===== config.mk =====
export PLATFORM = sky130hd
export DESIGN_NAME = fifo_param_flat
export DESIGN_NICKNAME = d
export VERILOG_FILES = /design/src/rtl/fifo_pkg.sv /design/src/rtl/fifo_param_if.sv /design/src/rtl/fifo_p_cal_addr.sv /design/src/rtl/fifo_param.sv /design/src/flat_wrapper.sv
export SDC_FILE = /design/constraint.sdc
export NUM_CORES = 1
export LEC_CHECK = 0
export BUFFER_PORTS_ARGS = -buffer_cell sky130_fd_sc_hd__buf_4
export CORE_ASPECT_RATIO = 0.9
export CORE_MARGIN = 2
export CORE_UTILIZATION = 50
export CTS_BUF_LIST = sky130_fd_sc_hd__clkbuf_16
export CTS_CLUSTER_DIAMETER = 40
export DETAILED_ROUTE_END_ITERATION = 16
export PLACE_DENSITY_LB_ADDON = 0.1
export SETUP_SLACK_MARGIN = 0.02
export SYNTH_ARGS = -nofsm -noshare
export SYNTH_HDL_FRONTEND = slang
export SYNTH_SLANG_ARGS = --single-unit
export TNS_END_PERCENT = 20

===== constraint.sdc =====
create_clock -name clk -period 3.6 [get_ports clk]
set_input_delay 0.72 -clock clk [delete_from_list [all_inputs] [get_ports clk]]
set_output_delay 0.72 -clock clk [all_outputs]
set_load 0.005 [all_outputs]

===== src/rtl/fifo_pkg.sv =====
// Shared definitions for the parametrised FIFO: control-state encodings and depth helper.
// Latency: n/a (types and constant functions only).
// Backpressure: n/a.
package fifo_pkg;

  // Control state, one per sampled request combination. The encodings are
  // fixed because other blocks decode them directly.
  typedef enum logic [2:0] {
    ST_IDLE     = 3'b000,  // no request
    ST_WRITE    = 3'b001,  // write accepted (also used for write+read while empty)
    ST_READ     = 3'b010,  // read accepted
    ST_WR_ERROR = 3'b011,  // write rejected, FIFO full
    ST_RD_ERROR = 3'b100,  // read rejected, FIFO empty
    ST_WR_RD    = 3'b101   // write and read both accepted
  } fifo_state_e;

  // Number of entries addressed by an ADDR_WIDTH-bit pointer.
  function automatic int fifo_depth(input int addr_width);
    return 1 << addr_width;
  endfunction

endpackage


===== src/rtl/fifo_param_if.sv =====
// Request/status bundle between a FIFO user (master) and the FIFO (slave).
// Latency: n/a (wiring only); all slave outputs are driven from registers.
// Backpressure: none; overflow/underflow is reported via wr_err/rd_err pulses.
//
// Signals:
//   wr_en, rd_en, din          master -> slave request and write data
//   dout                       registered read data
//   full, empty                registered status flags
//   almost_full, almost_empty  registered threshold flags
//   data_count                 registered occupancy, 0..DEPTH
//   wr_ack, rd_ack             one-cycle pulse: previous-cycle request accepted
//   wr_err, rd_err             one-cycle pulse: previous-cycle request rejected
interface fifo_param_if #(
  parameter int DATA_WIDTH = 32,
  parameter int ADDR_WIDTH = 3
);

  logic                  wr_en;
  logic                  rd_en;
  logic [DATA_WIDTH-1:0] din;
  logic [DATA_WIDTH-1:0] dout;
  logic                  full;
  logic                  empty;
  logic                  almost_full;
  logic                  almost_empty;
  logic [ADDR_WIDTH:0]   data_count;
  logic                  wr_ack;
  logic                  rd_ack;
  logic                  wr_err;
  logic                  rd_err;

  modport master (
    output wr_en, rd_en, din,
    input  dout, full, empty, almost_full, almost_empty, data_count,
    input  wr_ack, rd_ack, wr_err, rd_err
  );

  modport slave (
    input  wr_en, rd_en, din,
    output dout, full, empty, almost_full, almost_empty, data_count,
    output wr_ack, rd_ack, wr_err, rd_err
  );

endinterface


===== src/rtl/fifo_p_cal_addr.sv =====
// Pointer/count calculator: turns the chosen control state into memory strobes and next pointers.
// Latency: purely combinational, 0 cycles.
// Backpressure: none; the state already encodes whether a request was accepted.
//
// Ports:
//   state_i                    control state chosen for this edge
//   head_i, tail_i, count_i    current read pointer, write pointer, occupancy
//   we_o, re_o                 memory write / read strobes
//   next_head_o, next_tail_o   pointers after this edge (wrap modulo DEPTH)
//   next_count_o               occupancy after this edge
module fifo_p_cal_addr
  import fifo_pkg::*;
#(
  parameter int ADDR_WIDTH = 3
) (
  input  fifo_state_e           state_i,
  input  logic [ADDR_WIDTH-1:0] head_i,
  input  logic [ADDR_WIDTH-1:0] tail_i,
  input  logic [ADDR_WIDTH:0]   count_i,
  output logic                  we_o,
  output logic                  re_o,
  output logic [ADDR_WIDTH-1:0] next_head_o,
  output logic [ADDR_WIDTH-1:0] next_tail_o,
  output logic [ADDR_WIDTH:0]   next_count_o
);

  localparam int CW = ADDR_WIDTH + 1;

  always_comb begin
    we_o         = 1'b0;
    re_o         = 1'b0;
    next_head_o  = head_i;
    next_tail_o  = tail_i;
    next_count_o = count_i;

    unique case (state_i)
      ST_WRITE: begin
        we_o         = 1'b1;
        next_tail_o  = tail_i + ADDR_WIDTH'(1);
        next_count_o = count_i + CW'(1);
      end
      ST_READ: begin
        re_o         = 1'b1;
        next_head_o  = head_i + ADDR_WIDTH'(1);
        next_count_o = count_i - CW'(1);
      end
      ST_WR_RD: begin
        // One in, one out: occupancy is unchanged, both pointers advance.
        we_o        = 1'b1;
        re_o        = 1'b1;
        next_head_o = head_i + ADDR_WIDTH'(1);
        next_tail_o = tail_i + ADDR_WIDTH'(1);
      end
      default: begin
        // IDLE and both error states leave pointers and count alone.
      end
    endcase
  end

endmodule


===== src/rtl/fifo_param.sv =====
// Parametrised synchronous FIFO with registered control FSM, flags and ack/err pulses.
// Latency: write at edge N readable by a read sampled at edge N+1; read data valid after the accepting edge.
// Backpressure: none; writes when full / reads when empty are dropped and flagged with wr_err / rd_err.
//
// Ports:
//   clk    single clock, all state on the rising edge
//   reset  asynchronous active-high reset; discards all entries
//   bus    fifo_param_if slave modport (requests, data, flags, pulses)
module fifo_param
  import fifo_pkg::*;
#(
  parameter int DATA_WIDTH = 32,
  parameter int ADDR_WIDTH = 3,
  parameter int AFULL_TH   = fifo_depth(ADDR_WIDTH) - 1,
  parameter int AEMPTY_TH  = 1
) (
  input  logic         clk,
  input  logic         reset,
  fifo_param_if.slave  bus
);

  localparam int DEPTH = fifo_depth(ADDR_WIDTH);
  localparam int CW    = ADDR_WIDTH + 1;

  // Thresholds sized to the count register so compares stay width-matched.
  localparam logic [CW-1:0] DEPTH_C  = CW'(DEPTH);
  localparam logic [CW-1:0] AFULL_C  = CW'(AFULL_TH);
  localparam logic [CW-1:0] AEMPTY_C = CW'(AEMPTY_TH);

  // ---------------------------------------------------------------------------
  // State
  // ---------------------------------------------------------------------------
  fifo_state_e           state_q, state_d;
  logic                  rd_rej_q, rd_rej_d;
  logic [ADDR_WIDTH-1:0] head_q, tail_q;
  logic [CW-1:0]         count_q;
  logic                  full_q, empty_q, afull_q, aempty_q;
  logic [DATA_WIDTH-1:0] dout_q;
  logic [DATA_WIDTH-1:0] mem_q [DEPTH];

  logic                  we, re;
  logic [ADDR_WIDTH-1:0] head_d, tail_d;
  logic [CW-1:0]         count_d;

  // ---------------------------------------------------------------------------
  // Control FSM: next state from the sampled requests and the registered flags.
  // ---------------------------------------------------------------------------
  always_comb begin
    state_d  = ST_IDLE;
    rd_rej_d = 1'b0;

    unique case ({bus.wr_en, bus.rd_en})
      2'b10: state_d = full_q  ? ST_WR_ERROR : ST_WRITE;
      2'b01: state_d = empty_q ? ST_RD_ERROR : ST_READ;
      2'b11: begin
        if (empty_q) begin
          // Nothing to read yet: take the write, refuse the read. The refusal
          // is remembered separately because the state itself says WRITE.
          state_d  = ST_WRITE;
          rd_rej_d = 1'b1;
        end else begin
          // Covers the full case too: the read frees the slot the write fills.
          state_d = ST_WR_RD;
        end
      end
      default: state_d = ST_IDLE;
    endcase
  end

  always_ff @(posedge clk or posedge reset) begin
    if (reset) begin
      state_q  <= ST_IDLE;
      rd_rej_q <= 1'b0;
    end else begin
      state_q  <= state_d;
      rd_rej_q <= rd_rej_d;
    end
  end

  // ---------------------------------------------------------------------------
  // Pointer / count arithmetic for the state being entered at this edge.
  // ---------------------------------------------------------------------------
  fifo_p_cal_addr #(
    .ADDR_WIDTH (ADDR_WIDTH)
  ) u_cal_addr (
    .state_i      (state_d),
    .head_i       (head_q),
    .tail_i       (tail_q),
    .count_i      (count_q),
    .we_o         (we),
    .re_o         (re),
    .next_head_o  (head_d),
    .next_tail_o  (tail_d),
    .next_count_o (count_d)
  );

  // Pointers, count, flags and read data. Flags come from the next count so
  // they change on the same edge as the operation that moves the count.
  always_ff @(posedge clk or posedge reset) begin
    if (reset) begin
      head_q   <= '0;
      tail_q   <= '0;
      count_q  <= '0;
      full_q   <= 1'b0;
      empty_q  <= 1'b1;
      afull_q  <= 1'b0;
      aempty_q <= 1'b1;
      dout_q   <= '0;
    end else begin
      head_q   <= head_d;
      tail_q   <= tail_d;
      count_q  <= count_d;
      full_q   <= (count_d == DEPTH_C);
      empty_q  <= (count_d == '0);
      afull_q  <= (count_d >= AFULL_C);
      aempty_q <= (count_d <= AEMPTY_C);
      // Reads the pre-edge array, so a simultaneous write to the same slot
      // (full FIFO, WR_RD) still returns the old head entry.
      if (re) begin
        dout_q <= mem_q[head_q];
      end
    end
  end

  // Storage array; contents are don't-care after reset so it carries none.
  always_ff @(posedge clk) begin
    if (we) begin
      mem_q[tail_q] <= bus.din;
    end
  end

  // ---------------------------------------------------------------------------
  // Outputs: all decoded from registers, no input-to-output path.
  // ---------------------------------------------------------------------------
  assign bus.dout         = dout_q;
  assign bus.full         = full_q;
  assign bus.empty        = empty_q;
  assign bus.almost_full  = afull_q;
  assign bus.almost_empty = aempty_q;
  assign bus.data_count   = count_q;
  assign bus.wr_ack       = (state_q == ST_WRITE) || (state_q == ST_WR_RD);
  assign bus.rd_ack       = (state_q == ST_READ)  || (state_q == ST_WR_RD);
  assign bus.wr_err       = (state_q == ST_WR_ERROR);
  assign bus.rd_err       = (state_q == ST_RD_ERROR) || rd_rej_q;

endmodule


===== src/flat_wrapper.sv =====
// flat-port wrapper written by rule: the top's interface ports become plain ports
module fifo_param_flat import fifo_pkg::*;
#(
  parameter int DATA_WIDTH = 32,
  parameter int ADDR_WIDTH = 3,
  parameter int AFULL_TH   = fifo_depth(ADDR_WIDTH) - 1,
  parameter int AEMPTY_TH  = 1
)
  (clk, reset, bus_wr_en, bus_rd_en, bus_din, bus_dout, bus_full, bus_empty, bus_almost_full, bus_almost_empty, bus_data_count, bus_wr_ack, bus_rd_ack, bus_wr_err, bus_rd_err);
  fifo_param_if #(.DATA_WIDTH(DATA_WIDTH), .ADDR_WIDTH(ADDR_WIDTH)) bus_i ();
  input  logic clk;
  input  logic reset;
  input wire logic [$bits(bus_i.wr_en)-1:0] bus_wr_en;
  input wire logic [$bits(bus_i.rd_en)-1:0] bus_rd_en;
  input wire logic [$bits(bus_i.din)-1:0] bus_din;
  output wire logic [$bits(bus_i.dout)-1:0] bus_dout;
  output wire logic [$bits(bus_i.full)-1:0] bus_full;
  output wire logic [$bits(bus_i.empty)-1:0] bus_empty;
  output wire logic [$bits(bus_i.almost_full)-1:0] bus_almost_full;
  output wire logic [$bits(bus_i.almost_empty)-1:0] bus_almost_empty;
  output wire logic [$bits(bus_i.data_count)-1:0] bus_data_count;
  output wire logic [$bits(bus_i.wr_ack)-1:0] bus_wr_ack;
  output wire logic [$bits(bus_i.rd_ack)-1:0] bus_rd_ack;
  output wire logic [$bits(bus_i.wr_err)-1:0] bus_wr_err;
  output wire logic [$bits(bus_i.rd_err)-1:0] bus_rd_err;
  assign bus_i.wr_en = bus_wr_en;
  assign bus_i.rd_en = bus_rd_en;
  assign bus_i.din = bus_din;
  assign bus_dout = bus_i.dout;
  assign bus_full = bus_i.full;
  assign bus_empty = bus_i.empty;
  assign bus_almost_full = bus_i.almost_full;
  assign bus_almost_empty = bus_i.almost_empty;
  assign bus_data_count = bus_i.data_count;
  assign bus_wr_ack = bus_i.wr_ack;
  assign bus_rd_ack = bus_i.rd_ack;
  assign bus_wr_err = bus_i.wr_err;
  assign bus_rd_err = bus_i.rd_err;
  fifo_param #(.DATA_WIDTH(DATA_WIDTH), .ADDR_WIDTH(ADDR_WIDTH), .AFULL_TH(AFULL_TH), .AEMPTY_TH(AEMPTY_TH)) u_core (.clk(clk), .reset(reset), .bus(bus_i));
endmodule

==> out/results.tsv <==
stage	metric	value	unit
synthesis	Mapped Nets	616	
worst_setup_path	Worst setup SP type	flop	
clocking	Clock transition at path regs	0.06	ns
synthesis	top post-synthesis cells by count	256 x edfxtp_1, 64 x mux4_2, 48 x dfrtp_1, 46 x nand2_1, 39 x o21ai_0	
sta	Worst-Margin Slew	1.07	ns
grt	largest net degree at the start of global routing	70	
synthesis	Syn Area/Cell	20.2	um^2
synthesis	flops & latches, synth	306	
worst_setup_path	Worst EP required	4.04	ns
clocking	clk_lat worst skew	0.51	ns
sta	minimum clock period	2.39	ns
sta	Final Hold Viols	0	
worst_setup_path	register-to-register setup slack	1.21	ns
synthesis	leading register cell type out of synthesis	edfxtp_1	
cells_and_area	ANT cells	0	
floorplan	row cnt	52	
job	max cap viols	0	
clocking	CTS root buffer	clkbuf_16	
synthesis	top post-synthesis cells by area	edfxtp_1 66%, mux4_2 12%, dfrtp_1 10%	
sta	unrepaired setup endpoints after global routing	false	
grt	met1 Use GR	26.4	%
synthesis	Synth Cell Area	11600	um^2
floorplan	IO Pins	80	
sta	Fin Setup TNS	0	ns
power_and_ir_drop	Leakage	5.01	nW
floorplan	initial core utilization	51.3	%
clocking	post-CTS sizing	0	
route	drt drc	0	
grt	M3 GR Usage	3.32	%
placement	worst slack, placed	0.725	ns
clocking	CTS buffer count	39	
floorplan	Die Span Y	149	um
placement	number of buffers added on ports	79	
sta	max-slew violation count	0	
clocking	cts hold-fix bufs	0	
cells_and_area	area growth from synthesis to layout	20.8	%
synthesis	Ys Warns	0	
floorplan	Core Area	22600	um^2
synthesis	Yosys top cell by area	edfxtp_1	
power_and_ir_drop	worst ir drop on vdd	0.000451	V
cells_and_area	nets@finish	724	
grt	GRT Resource Usage Total	18.6	%
route	drt wl/cell	21.3	um
route	drt via density	5.45	
sta	Finish-stage setup viols	0	
worst_setup_path	crit-path max FO	5	
worst_setup_path	RR Startpoint	u_core.bus.empty$_DFF_PP1_	
synthesis	Yosys top cell area share	66.2	%
clocking	clk sinks	306	
route	total routed wirelength	21.5	mm
sta	PnR worst setup slack	1.21	ns
route	Antenna Nets Post-Route	0	
worst_setup_path	critical path type	reg2reg	
floorplan	Die X	165	um
placement	hpwl dp	12.8	mm
grt	first-pass GRT wire length	34.0	mm
outcome	outcome	complete, no violations	
floorplan	die footprint	24500	um^2
route	DR vias	5500	
placement	Final Wtd Congestion	0.732	
synthesis	Cell variety after synth	36	
worst_setup_path	Register-to-Register Path Depth	9	
clocking	maximum clock path buffer count	3	
cells_and_area	layout cells sized above 1	34.2	%
sta	max_slew headroom	28.3	%
synthesis	number of synthesized flops with an enable pin	256	
route	Pre-antenna DRT Iters	4	
synthesis	count leader, synth	edfxtp_1	
synthesis	synthesized instance count	575	
sta	worst clock skew	0.0144	ns
worst_setup_path	CP endpoint kind	flop	
synthesis	Seq/Total Area, Yosys	77.0	%
clocking	H-Tree Depth	2	
synthesis	async set-reset flop share out of synthesis	16.3	%
worst_setup_path	crit path DAT	2.84	ns
grt	met2 Use GR	29.8	%
grt	GRT overflow	0	
route	DRT iter0 DRCs	325	
grt	number of global-route vias before repair	5997	
grt	antenna violations before repair	0	
power_and_ir_drop	pwr/cell area	838	nW/um^2
clocking	CTS tree	built	
grt	GRT busiest layer	met2	
clocking	Post-CTS Setup Inserts	0	
sta	Fmax achieved	0.418	GHz
worst_hold_path	HP Class	in2async	
worst_setup_path	Reg-to-Reg End	u_core.bus.full$_DFF_PP0_	
sta	Tcrit/Tclk final	66.4	%
registers in the layout (all words and copies together) (netlist names), 3 cells and up:
signal and count:
u_core.state_q 3, u_core.head_q 3, u_core.mem_q 256, u_core.tail_q 3, u_core.bus.dout 32, u_core.bus.data_count 4
cells by family (layout without fill, tap and decap cells):
logic type,count (synthesis),count (layout),share of synthesized area [%]
AO/OA/AOI/OAI,49,49,2.35
XOR/XNOR,7,7,0.593
adder cells (fa/ha/maj),5,5,0.603
buffers and inverters,38,176,1.36
flip-flops,306,306,77.0
multiplexers,99,99,15.5
AND/OR/NAND/NOR,71,71,2.64
cell type report:
type,instances,area [um^2]
fillers,1579,8610
inverters,10,37.5
well taps,297,372
flip-flops and latches,306,8950
multi-input cells,231,2580
clock buffers,41,1030
repair buffers,95,788
clock inverters,30,280
stage by stage:
stage	total power (W)	hold slack [ns]	utilization (%)	area, um^2	cells
final	0.0118	0.287	62.0	14000	1010
after CTS	0.0119	0.294	62.0	14000	1010
after detailed placement	0.00810	0.472	56.2	12700	939
after floorplan	0.00692	0.473	-	11600	575
after global routing	0.0124	0.335	62.0	14000	1010
after global placement	0.00801	0.463	56.2	12700	939
where the power goes:
part | internal (W) | switching (W)
Sequential | 0.00457 | 0.000537
Combinational | 0.00154 | 0.00131
Clock | 0.00232 | 0.00148
Total | 0.00843 | 0.00332
critical path: stages (launching register included):
cell and delay, ns:
dfstp_2 0.57, nand2b_2 0.14, or2_4 0.14, inv_1 0.06, ha_1 0.28, a21o_1 0.18, a21oi_1 0.22, mux2i_2 0.30
xor2_2 0.26, a21boi_2 0.19
per-layer routing:
layer / share of wire [%] / up-vias
li1: - / 2515
met1: 45 / 2823
met2: 49 / 131
met3: 4.1 / 31
met4: 2.2 / 0
met5: 0 / -
worst max-delay path by stage:
stage | startpoint | end | slack [ns] | cells after the start
finish | u_core.bus.empty$_DFF_PP1_ | u_core.bus.full$_DFF_PP0_ | 1.21 | 9
global route | u_core.bus.full$_DFF_PP0_ | u_core.mem_q[3][26]$_DFFE_PP_ | 1.00 | 4
CTS | u_core.bus.full$_DFF_PP0_ | u_core.mem_q[3][26]$_DFFE_PP_ | 1.18 | 4
detailed placement | bus_rd_en | u_core.mem_q[3][2]$_DFFE_PP_ | 0.73 | 6
global placement | bus_rd_en | u_core.mem_q[3][2]$_DFFE_PP_ | 0.80 | 6
floorplan | bus_wr_en | u_core.mem_q[1][0]$_DFFE_PP_ | -0.53 | 4
layout by cell type (no fill, tap or decap), types with 3 or more instances in the layout:
cell type,count
edfxtp_1,256
buf_4,89
mux4_2,64
nand2_1,46
dfrtp_1,45
clkbuf_16,41
o21ai_0,39
mux2i_1,33
inv_1,11
nor2_4,6
clkinv_1,6
buf_12,6
nand2b_1,5
inv_6,5
clkinv_2,5
xnor2_1,4
ha_1,4
nor2_1,3
bufinv_16,3
clkinv_4,3
inv_8,3
Power figures use the tool's default switching activity.
